`config.mk`:
```
export PLATFORM = sky130hd
export DESIGN_NAME = riscv_ifetch
export DESIGN_NICKNAME = d
export VERILOG_FILES = /design/src/rtl/riscv_pkg.sv /design/src/rtl/riscv_sync_fifo.sv /design/src/rtl/riscv_ifetch.sv
export SDC_FILE = /design/constraint.sdc
export NUM_CORES = 1
export LEC_CHECK = 0
export ABC_CLOCK_PERIOD_IN_PS = 3000
export BUFFER_PORTS_ARGS = -buffer_cell sky130_fd_sc_hd__buf_2
export CAP_MARGIN = 40
export CORE_MARGIN = 5
export CORE_UTILIZATION = 31
export CTS_CLUSTER_DIAMETER = 100
export DETAILED_ROUTE_END_ITERATION = 10
export GPL_TIMING_DRIVEN = 0
export PLACE_DENSITY = 0.61
export SYNTH_ARGS = -nofsm -noshare
export SYNTH_HDL_FRONTEND = slang
export SYNTH_SLANG_ARGS = --single-unit
```
`constraint.sdc`:
```
create_clock -name i_CLK -period 3 [get_ports i_CLK]
set_input_delay 0.15 -clock i_CLK [delete_from_list [all_inputs] [get_ports i_CLK]]
set_output_delay 0.15 -clock i_CLK [all_outputs]
set_load 0.02 [all_outputs]
```
`src/rtl/riscv_pkg.sv`:
```
// Shared types and defaults for the RISC-V front end: fetch FSM states,
// the buffered {pc, instr} entry and the default reset vector.
package riscv_pkg;

    localparam int XLEN = 32;
    localparam logic [XLEN-1:0] DEFAULT_RESET_VECTOR = 32'h0000_0000;

    typedef enum logic {
        FETCH,
        DRAIN
    } ifetch_state_t;

    typedef struct packed {
        logic [XLEN-1:0] pc;
        logic [XLEN-1:0] instr;
    } ifetch_entry_t;

endpackage

```
`src/rtl/riscv_sync_fifo.sv`:
```
// Synchronous FIFO with registered head, flush and occupancy count.
// DEPTH must be a power of 2; push while full is accepted only alongside a pop.
module riscv_sync_fifo
    import riscv_pkg::*;
#(
    parameter int  DEPTH = 4,
    parameter type T     = ifetch_entry_t
) (
    input  logic                     i_CLK,
    input  logic                     i_RST,
    input  logic                     i_PUSH,
    input  T                         i_DATA,
    input  logic                     i_POP,
    input  logic                     i_FLUSH,
    output T                         o_DATA,
    output logic                     o_FULL,
    output logic                     o_EMPTY,
    output logic [$clog2(DEPTH):0]   o_COUNT
);

    localparam int AW = $clog2(DEPTH);

    T               r_mem [DEPTH];
    logic [AW-1:0]  r_wr_ptr;
    logic [AW-1:0]  r_rd_ptr;
    logic [AW:0]    r_count;
    logic           w_push;
    logic           w_pop;

    assign w_pop  = i_POP && !o_EMPTY;
    assign w_push = i_PUSH && (!o_FULL || w_pop);

    always_ff @(posedge i_CLK) begin
        if (i_RST || i_FLUSH) begin
            r_wr_ptr <= '0;
            r_rd_ptr <= '0;
            r_count  <= '0;
        end else begin
            if (w_push) r_wr_ptr <= r_wr_ptr + 1'b1;
            if (w_pop)  r_rd_ptr <= r_rd_ptr + 1'b1;
            case ({w_push, w_pop})
                2'b10:   r_count <= r_count + 1'b1;
                2'b01:   r_count <= r_count - 1'b1;
                default: r_count <= r_count;
            endcase
        end
    end

    // NOTE: storage is deliberately not reset; only the pointers and count
    // define which entries are meaningful.
    always_ff @(posedge i_CLK) begin
        if (w_push && !i_FLUSH) r_mem[r_wr_ptr] <= i_DATA;
    end

    assign o_DATA  = r_mem[r_rd_ptr];
    assign o_EMPTY = (r_count == '0);
    assign o_FULL  = (r_count == (AW+1)'(DEPTH));
    assign o_COUNT = r_count;

endmodule

```
`src/rtl/riscv_ifetch.sv`:
```
// Instruction fetch unit: credit-limited sequential fetch, in-order response
// tracking, redirect with flush/drop. Optional counters: RISCV_IFETCH_PERF_EN.
module riscv_ifetch
    import riscv_pkg::*;
#(
    parameter int                   BUS_WIDTH    = 32,
    parameter logic [BUS_WIDTH-1:0] RESET_VECTOR = BUS_WIDTH'(DEFAULT_RESET_VECTOR),
    parameter int                   FIFO_DEPTH   = 4,
    parameter int                   ADDR_STEP    = 4
) (
    input  logic                 i_CLK,
    input  logic                 i_RST,
    output logic [BUS_WIDTH-1:0] o_ADDR,
    output logic                 o_REQ_VALID,
    input  logic                 i_REQ_READY,
    input  logic [BUS_WIDTH-1:0] i_DATA,
    input  logic                 i_RSP_VALID,
    output logic [BUS_WIDTH-1:0] o_INSTR,
    output logic [BUS_WIDTH-1:0] o_INSTR_PC,
    output logic                 o_INSTR_VALID,
    input  logic                 i_INSTR_READY,
    input  logic                 i_REDIRECT,
    input  logic [BUS_WIDTH-1:0] i_REDIRECT_PC
`ifdef RISCV_IFETCH_PERF_EN
    ,
    output logic [31:0]          o_FETCH_CNT,
    output logic [31:0]          o_DROP_CNT
`endif
);

    localparam int CW = $clog2(FIFO_DEPTH) + 1;
    localparam logic [BUS_WIDTH-1:0] STEP = BUS_WIDTH'(ADDR_STEP);

    typedef struct packed {
        logic [BUS_WIDTH-1:0] pc;
        logic [BUS_WIDTH-1:0] instr;
    } entry_t;

    ifetch_state_t        r_state;
    ifetch_state_t        w_state_next;
    logic [BUS_WIDTH-1:0] r_addr;
    logic [BUS_WIDTH-1:0] r_rsp_pc;
    logic [CW-1:0]        r_outstanding;
    logic [CW-1:0]        r_drop;
    logic                 r_started;

    logic [BUS_WIDTH-1:0] w_target;
    logic                 w_credit;
    logic                 w_accept;
    logic                 w_rsp;
    logic                 w_drop_hit;
    logic                 w_keep;
    logic                 w_pop;
    logic [CW-1:0]        w_outstanding_next;
    logic [CW-1:0]        w_drop_next;
    logic [CW-1:0]        w_count;
    logic                 w_empty;
    logic                 w_full;
    entry_t               w_push_entry;
    entry_t               w_head;

    assign w_target   = i_REDIRECT_PC & ~BUS_WIDTH'(3);
    assign w_credit   = ({1'b0, r_outstanding} + {1'b0, w_count}) < (CW+1)'(FIFO_DEPTH);
    assign w_accept   = o_REQ_VALID && i_REQ_READY;
    assign w_rsp      = i_RSP_VALID && (r_outstanding != '0);
    assign w_drop_hit = w_rsp && (r_drop != '0);
    assign w_keep     = w_rsp && (r_drop == '0);
    assign w_pop      = o_INSTR_VALID && i_INSTR_READY;

    always_comb begin
        case ({w_accept, w_rsp})
            2'b10:   w_outstanding_next = r_outstanding + 1'b1;
            2'b01:   w_outstanding_next = r_outstanding - 1'b1;
            default: w_outstanding_next = r_outstanding;
        endcase
    end

    // A redirect orphans everything still in flight after this cycle's traffic.
    assign w_drop_next = i_REDIRECT ? w_outstanding_next : (r_drop - CW'(w_drop_hit));

    always_ff @(posedge i_CLK) begin
        if (i_RST) r_state <= FETCH;
        else       r_state <= w_state_next;
    end

    // NOTE: every always_comb output gets a default first so no latch is inferred.
    always_comb begin
        w_state_next = r_state;
        if (i_REDIRECT)
            w_state_next = (w_drop_next != '0) ? DRAIN : FETCH;
        else if (r_state == DRAIN && w_drop_next == '0)
            w_state_next = FETCH;
    end

    // r_started keeps the request port quiet for the first cycle out of reset.
    always_comb begin
        o_REQ_VALID = r_started && (r_state == FETCH) && w_credit;
    end

    // NOTE: sequential state uses non-blocking assignments only.
    always_ff @(posedge i_CLK) begin
        if (i_RST) begin
            r_addr        <= RESET_VECTOR;
            r_rsp_pc      <= RESET_VECTOR;
            r_outstanding <= '0;
            r_drop        <= '0;
            r_started     <= 1'b0;
        end else begin
            r_started     <= 1'b1;
            r_outstanding <= w_outstanding_next;
            r_drop        <= w_drop_next;
            if (i_REDIRECT) begin
                r_addr   <= w_target;
                r_rsp_pc <= w_target;
            end else begin
                if (w_accept) r_addr   <= r_addr + STEP;
                if (w_keep)   r_rsp_pc <= r_rsp_pc + STEP;
            end
        end
    end

    assign w_push_entry = '{pc: r_rsp_pc, instr: i_DATA};

    riscv_sync_fifo #(
        .DEPTH (FIFO_DEPTH),
        .T     (entry_t)
    ) u_fifo (
        .i_CLK   (i_CLK),
        .i_RST   (i_RST),
        .i_PUSH  (w_keep),
        .i_DATA  (w_push_entry),
        .i_POP   (w_pop),
        .i_FLUSH (i_REDIRECT),
        .o_DATA  (w_head),
        .o_FULL  (w_full),
        .o_EMPTY (w_empty),
        .o_COUNT (w_count)
    );

    assign o_ADDR        = r_addr;
    assign o_INSTR       = w_head.instr;
    assign o_INSTR_PC    = w_head.pc;
    assign o_INSTR_VALID = !w_empty;

`ifdef RISCV_IFETCH_PERF_EN
    logic [31:0] r_fetch_cnt;
    logic [31:0] r_drop_cnt;

    always_ff @(posedge i_CLK) begin
        if (i_RST) begin
            r_fetch_cnt <= '0;
            r_drop_cnt  <= '0;
        end else begin
            r_fetch_cnt <= r_fetch_cnt + 32'(w_pop);
            r_drop_cnt  <= r_drop_cnt + 32'(w_drop_hit);
        end
    end

    assign o_FETCH_CNT = r_fetch_cnt;
    assign o_DROP_CNT  = r_drop_cnt;
`else
    // Counters compiled out; w_full only informs the credit invariant below.
`endif

    assert property (@(posedge i_CLK) disable iff (i_RST) i_RSP_VALID |-> (r_outstanding != '0));
    assert property (@(posedge i_CLK) disable iff (i_RST) w_keep |-> (!w_full || w_pop || i_REDIRECT));

endmodule

```
==> impl_results.md <==
- Outcome: completed
- DR vias: 7,884
- Post-Synth XOR/XNOR Area: 0.0373
- Worst Hold End: o_ADDR[24]$_SDFFE_PP0P_
- Detailed placer's ending HPWL: 20.8 mm
- Port bufs: 160
- Slew HR: 0.402
- GRT Residual Overflow: 0
- WL/cell: about 19 microns
- TritonCTS clock tree: done
- Leak pwr: ~5.5 nW
- Critical hold path startpoint: i_REDIRECT_PC[24]
- NumNets Final: 1,140
- Hold Crit Depth: 3
- Crit path capture type: flop
- Mapped Cells: just over 800
- Setup TNS: 0 ps
- Design area: 0.0164 sq mm
- Finished Layout Cells: 1,624
- Simple-Gate Fraction of Synth Area: 0.0751
- Gr usage total: 0.128
- Post-synthesis sequential area ratio: 0.684
- Post-synthesis adder-cell area fraction: 0.0135
- Area Growth Syn to Fin: 24.7%
- Max Fanout on Critical Path: 10
- CTS Buffer Depth: 3
- Synth async-reset ratio: 0
- TritonCTS Sinks: 325
- Mux cell area share after synthesis: 0.108
- Detailed-router iteration count before antenna repair: 4
- Compound-Gate Fraction of Synth Area: 0.0629
- Initial antenna violation count: 0
- Gpl congestion: 0.795
- Worst R2R End: o_ADDR[27]$_SDFFE_PP0P_
- Final hold violations: 0
- # setup viols final: 0
- Post-route minimum period: approximately 2800 ps
- Req. time, crit path: 3460 ps
- Hold Crit Class: input port to flop
- Initial DRC Count: 456
- Fmax: around 360 MHz
- Worst vdd ir: 0.000301 V
- Critical path type: flop to flop
- CP arrival: 3220 ps
- Detail Route Antenna Nets: 0
- Overall Power: 0.0108 W
- PwrDens: 659 mW/mm^2
- Area after DPL: 0.0148 sq mm
- Post-CTS setup buffers: 0
- H-tree Lvls: 2
- Startpoint types: flop
- Logic depth of the worst register-to-register path: 6
- Inserted Clock Buffers: 36
- Die H: roughly 220 microns
- R2R setup slack: 240 ps
- Clock latency at the later pin of the worst-skew pair: 520 ps
- IO Count: 168
- Die width: 216 microns
- Via density: 4.85
- Core ar.: 0.0419 sq mm
- Starting Density: 0.313
- Clk_skew: around 21 ps
- Tcrit/Tclk final: 0.920
- Mapped Area: 0.0131 sq mm
- RSZ-0062 raised after global routing: false
- Row count: between 70 and 80
- Layout cell share with drive strength beyond 1: 0.288
- Placed cell count: 1,518
- Max-slew violations: 0
- Routed WL: 30.5 mm
- Crit Reg-Reg Startpoint: o_ADDR[5]$_SDFFE_PP0P_
- YS warnings: 0
- Number of global-route vias before repair: 8,055
- Hold_ws: 20.7 ps
- Register bit total from synthesis: 325
- Ant. Diodes: 0
- Top_reg_cell synth: edfxtp_1
- Root buf cell: clkbuf_16
- Drt drc: 0
- Largest net degree at the start of global routing: 51
- Largest family of logic cells by synthesized area: multiplexers
- Number of synthesized flops with an enable pin: 248
- Die Area: 0.0466 sq mm
- CP startpoint: o_ADDR[5]$_SDFFE_PP0P_
- Max-cap check violation count: 0
- Synthesized area per cell: 16.2 sq um
- First-pass GRT wire length: 47.3 mm
- Post-synth cell types: between 50 and 60
- Slew @ Worst Pin: 889 ps
- CTS clock-pin slew for the worst setup and hold paths: approximately 60 ps
## kinds of logic (layout without fill, tap and decap cells)
group                    Yosys count  in the layout
flip-flops                       325            325
AND/OR/NAND/NOR                  178            178
AO/OA/AOI/OAI                    113            113
multiplexers                      64             64
buffers and inverters             60            332
XOR/XNOR                          56             56
adder cells (fa/ha/maj)           13             13
other                              1              4
## layout make-up
class | instances | area (sq um)
timing repair buffer | 207 | 1340
fill | 3886 | 25600
clock inverter | 19 | 186
multi-input combinational | 428 | 3940
sequential | 325 | 8990
tap | 539 | 674
clock buffer | 47 | 1020
inverter | 17 | 63.8
buffer | 42 | 185
## synthesized netlist by cell type (3+ instances only)
| library cell | n | area, sq um |
|---|---|---|
| clkbuf_1 | 28 | 105 |
| buf_4 | 4 | 30.0 |
| a21oi_1 | 4 | 20.0 |
| dfxtp_1 | 77 | 1540 |
| and2_1 | 6 | 37.5 |
| a21boi_0 | 37 | 278 |
| or3_1 | 5 | 31.3 |
| nand3_1 | 32 | 160 |
| buf_2 | 10 | 50.1 |
| nor2_1 | 24 | 90.1 |
| a211oi_1 | 6 | 45.0 |
| a21boi_1 | 3 | 22.5 |
| mux4_2 | 62 | 1400 |
| nand4_1 | 26 | 163 |
| and4_1 | 5 | 43.8 |
| inv_1 | 17 | 63.8 |
| and3_1 | 17 | 106 |
| xor2_1 | 37 | 324 |
| o31a_1 | 9 | 78.8 |
| ha_1 | 11 | 138 |
| xnor2_1 | 19 | 166 |
| a31oi_1 | 5 | 31.3 |
| nand2_1 | 26 | 97.6 |
| edfxtp_1 | 248 | 7450 |
| nor3_1 | 15 | 75.1 |
| o21a_1 | 32 | 240 |
| nor4_1 | 6 | 37.5 |
| o21ai_0 | 9 | 45.0 |
## timing repair
item / CTS / global route
endpoints found under the hold margin: 141 / 0
hold buffers: 41 / 0
endpoints found under the setup margin: 0 / 5
gates resized for setup: 0 / 3
## worst max path at each step
stage	end	slack (ps)	depth (start not counted)
floorplan	u_fifo.r_mem[1][0]$_DFFE_PP_	460	3
global route	o_INSTR_PC[11]	50	4
global placement	u_fifo.r_mem[1][13]$_DFFE_PP_	-430	3
detailed placement	u_fifo.o_COUNT[2]$_SDFFE_PP0P_	110	8
finish	o_ADDR[27]$_SDFFE_PP0P_	240	6
CTS	r_state$_SDFFE_PP0P_	90	12
## registers in the layout, indices dropped and copies added, names as in the netlist, named ones only
signal           cells
u_fifo.r_mem       248
o_ADDR              30
r_rsp_pc            30
r_drop               3
r_outstanding        3
u_fifo.o_COUNT       3
u_fifo.r_rd_ptr      2
u_fifo.r_wr_ptr      2
r_started            1
r_state              1
## critical path, stage by stage (launching register included)
cell and delay (ps):
dfxtp_1 430, nand4_1 210, nor2_2 350, nand4_1 420, or3_1 470, a311oi_1 240, dlygate4sd3_1 570
## metrics by stage
stage          setup WS, ps   util
2_1_floorplan           458      -
3_3_place_gp           -427  0.349
3_5_place_dp            113  0.352
4_1_cts                92.7  0.391
5_1_grt                45.4  0.391
6_report                240  0.391
## layout by cell type (no fill, tap or decap), types with 4 or more instances in the layout
cell type      synthesis  layout
nand3_1               32      32
dfxtp_1               77      77
clkbuf_16              0      38
buf_16                 0       4
and3_4                 0       4
a21boi_0              37      37
nor4_1                 6       6
mux4_2                62      62
inv_1                 17      16
or3_1                  5       5
clkinv_1               0       6
ha_1                  11      11
xor2_1                37      37
a211oi_1               6       6
clkinv_2               0       5
edfxtp_1             248     248
nor3_1                15      15
and2_1                 6       6
nand4_1               26      26
a31oi_1                5       5
a21oi_1                4       4
conb_1                 1       4
dlygate4sd3_1          0      41
nor2_1                24      24
xnor2_1               19      19
and3_1                17      13
and4_1                 5       4
buf_4                  4       4
clkbuf_1              28      32
buf_2                 10     171
o21a_1                32      32
o31a_1                 9       9
o21ai_0                9       9
nand2_1               26      26
## per-layer routing
metal | GRT usage | wire length, microns | up-vias
met5 | 0 | 0 | -
met4 | 0.0305 | 510 | 0
met3 | 0.0318 | 2000 | 38
met2 | 0.202 | 13900 | 230
met1 | 0.180 | 14100 | 3940
li1 | - | - | 3676
## power by group
group          internal, W  switching, W  leakage [nW]  total (W)
clock              0.00266       0.00176         0.588    0.00442
sequential         0.00505      0.000173          2.89    0.00523
combinational     0.000473      0.000694          2.07    0.00117
Note: power is estimated with default switching activity, not from simulation.
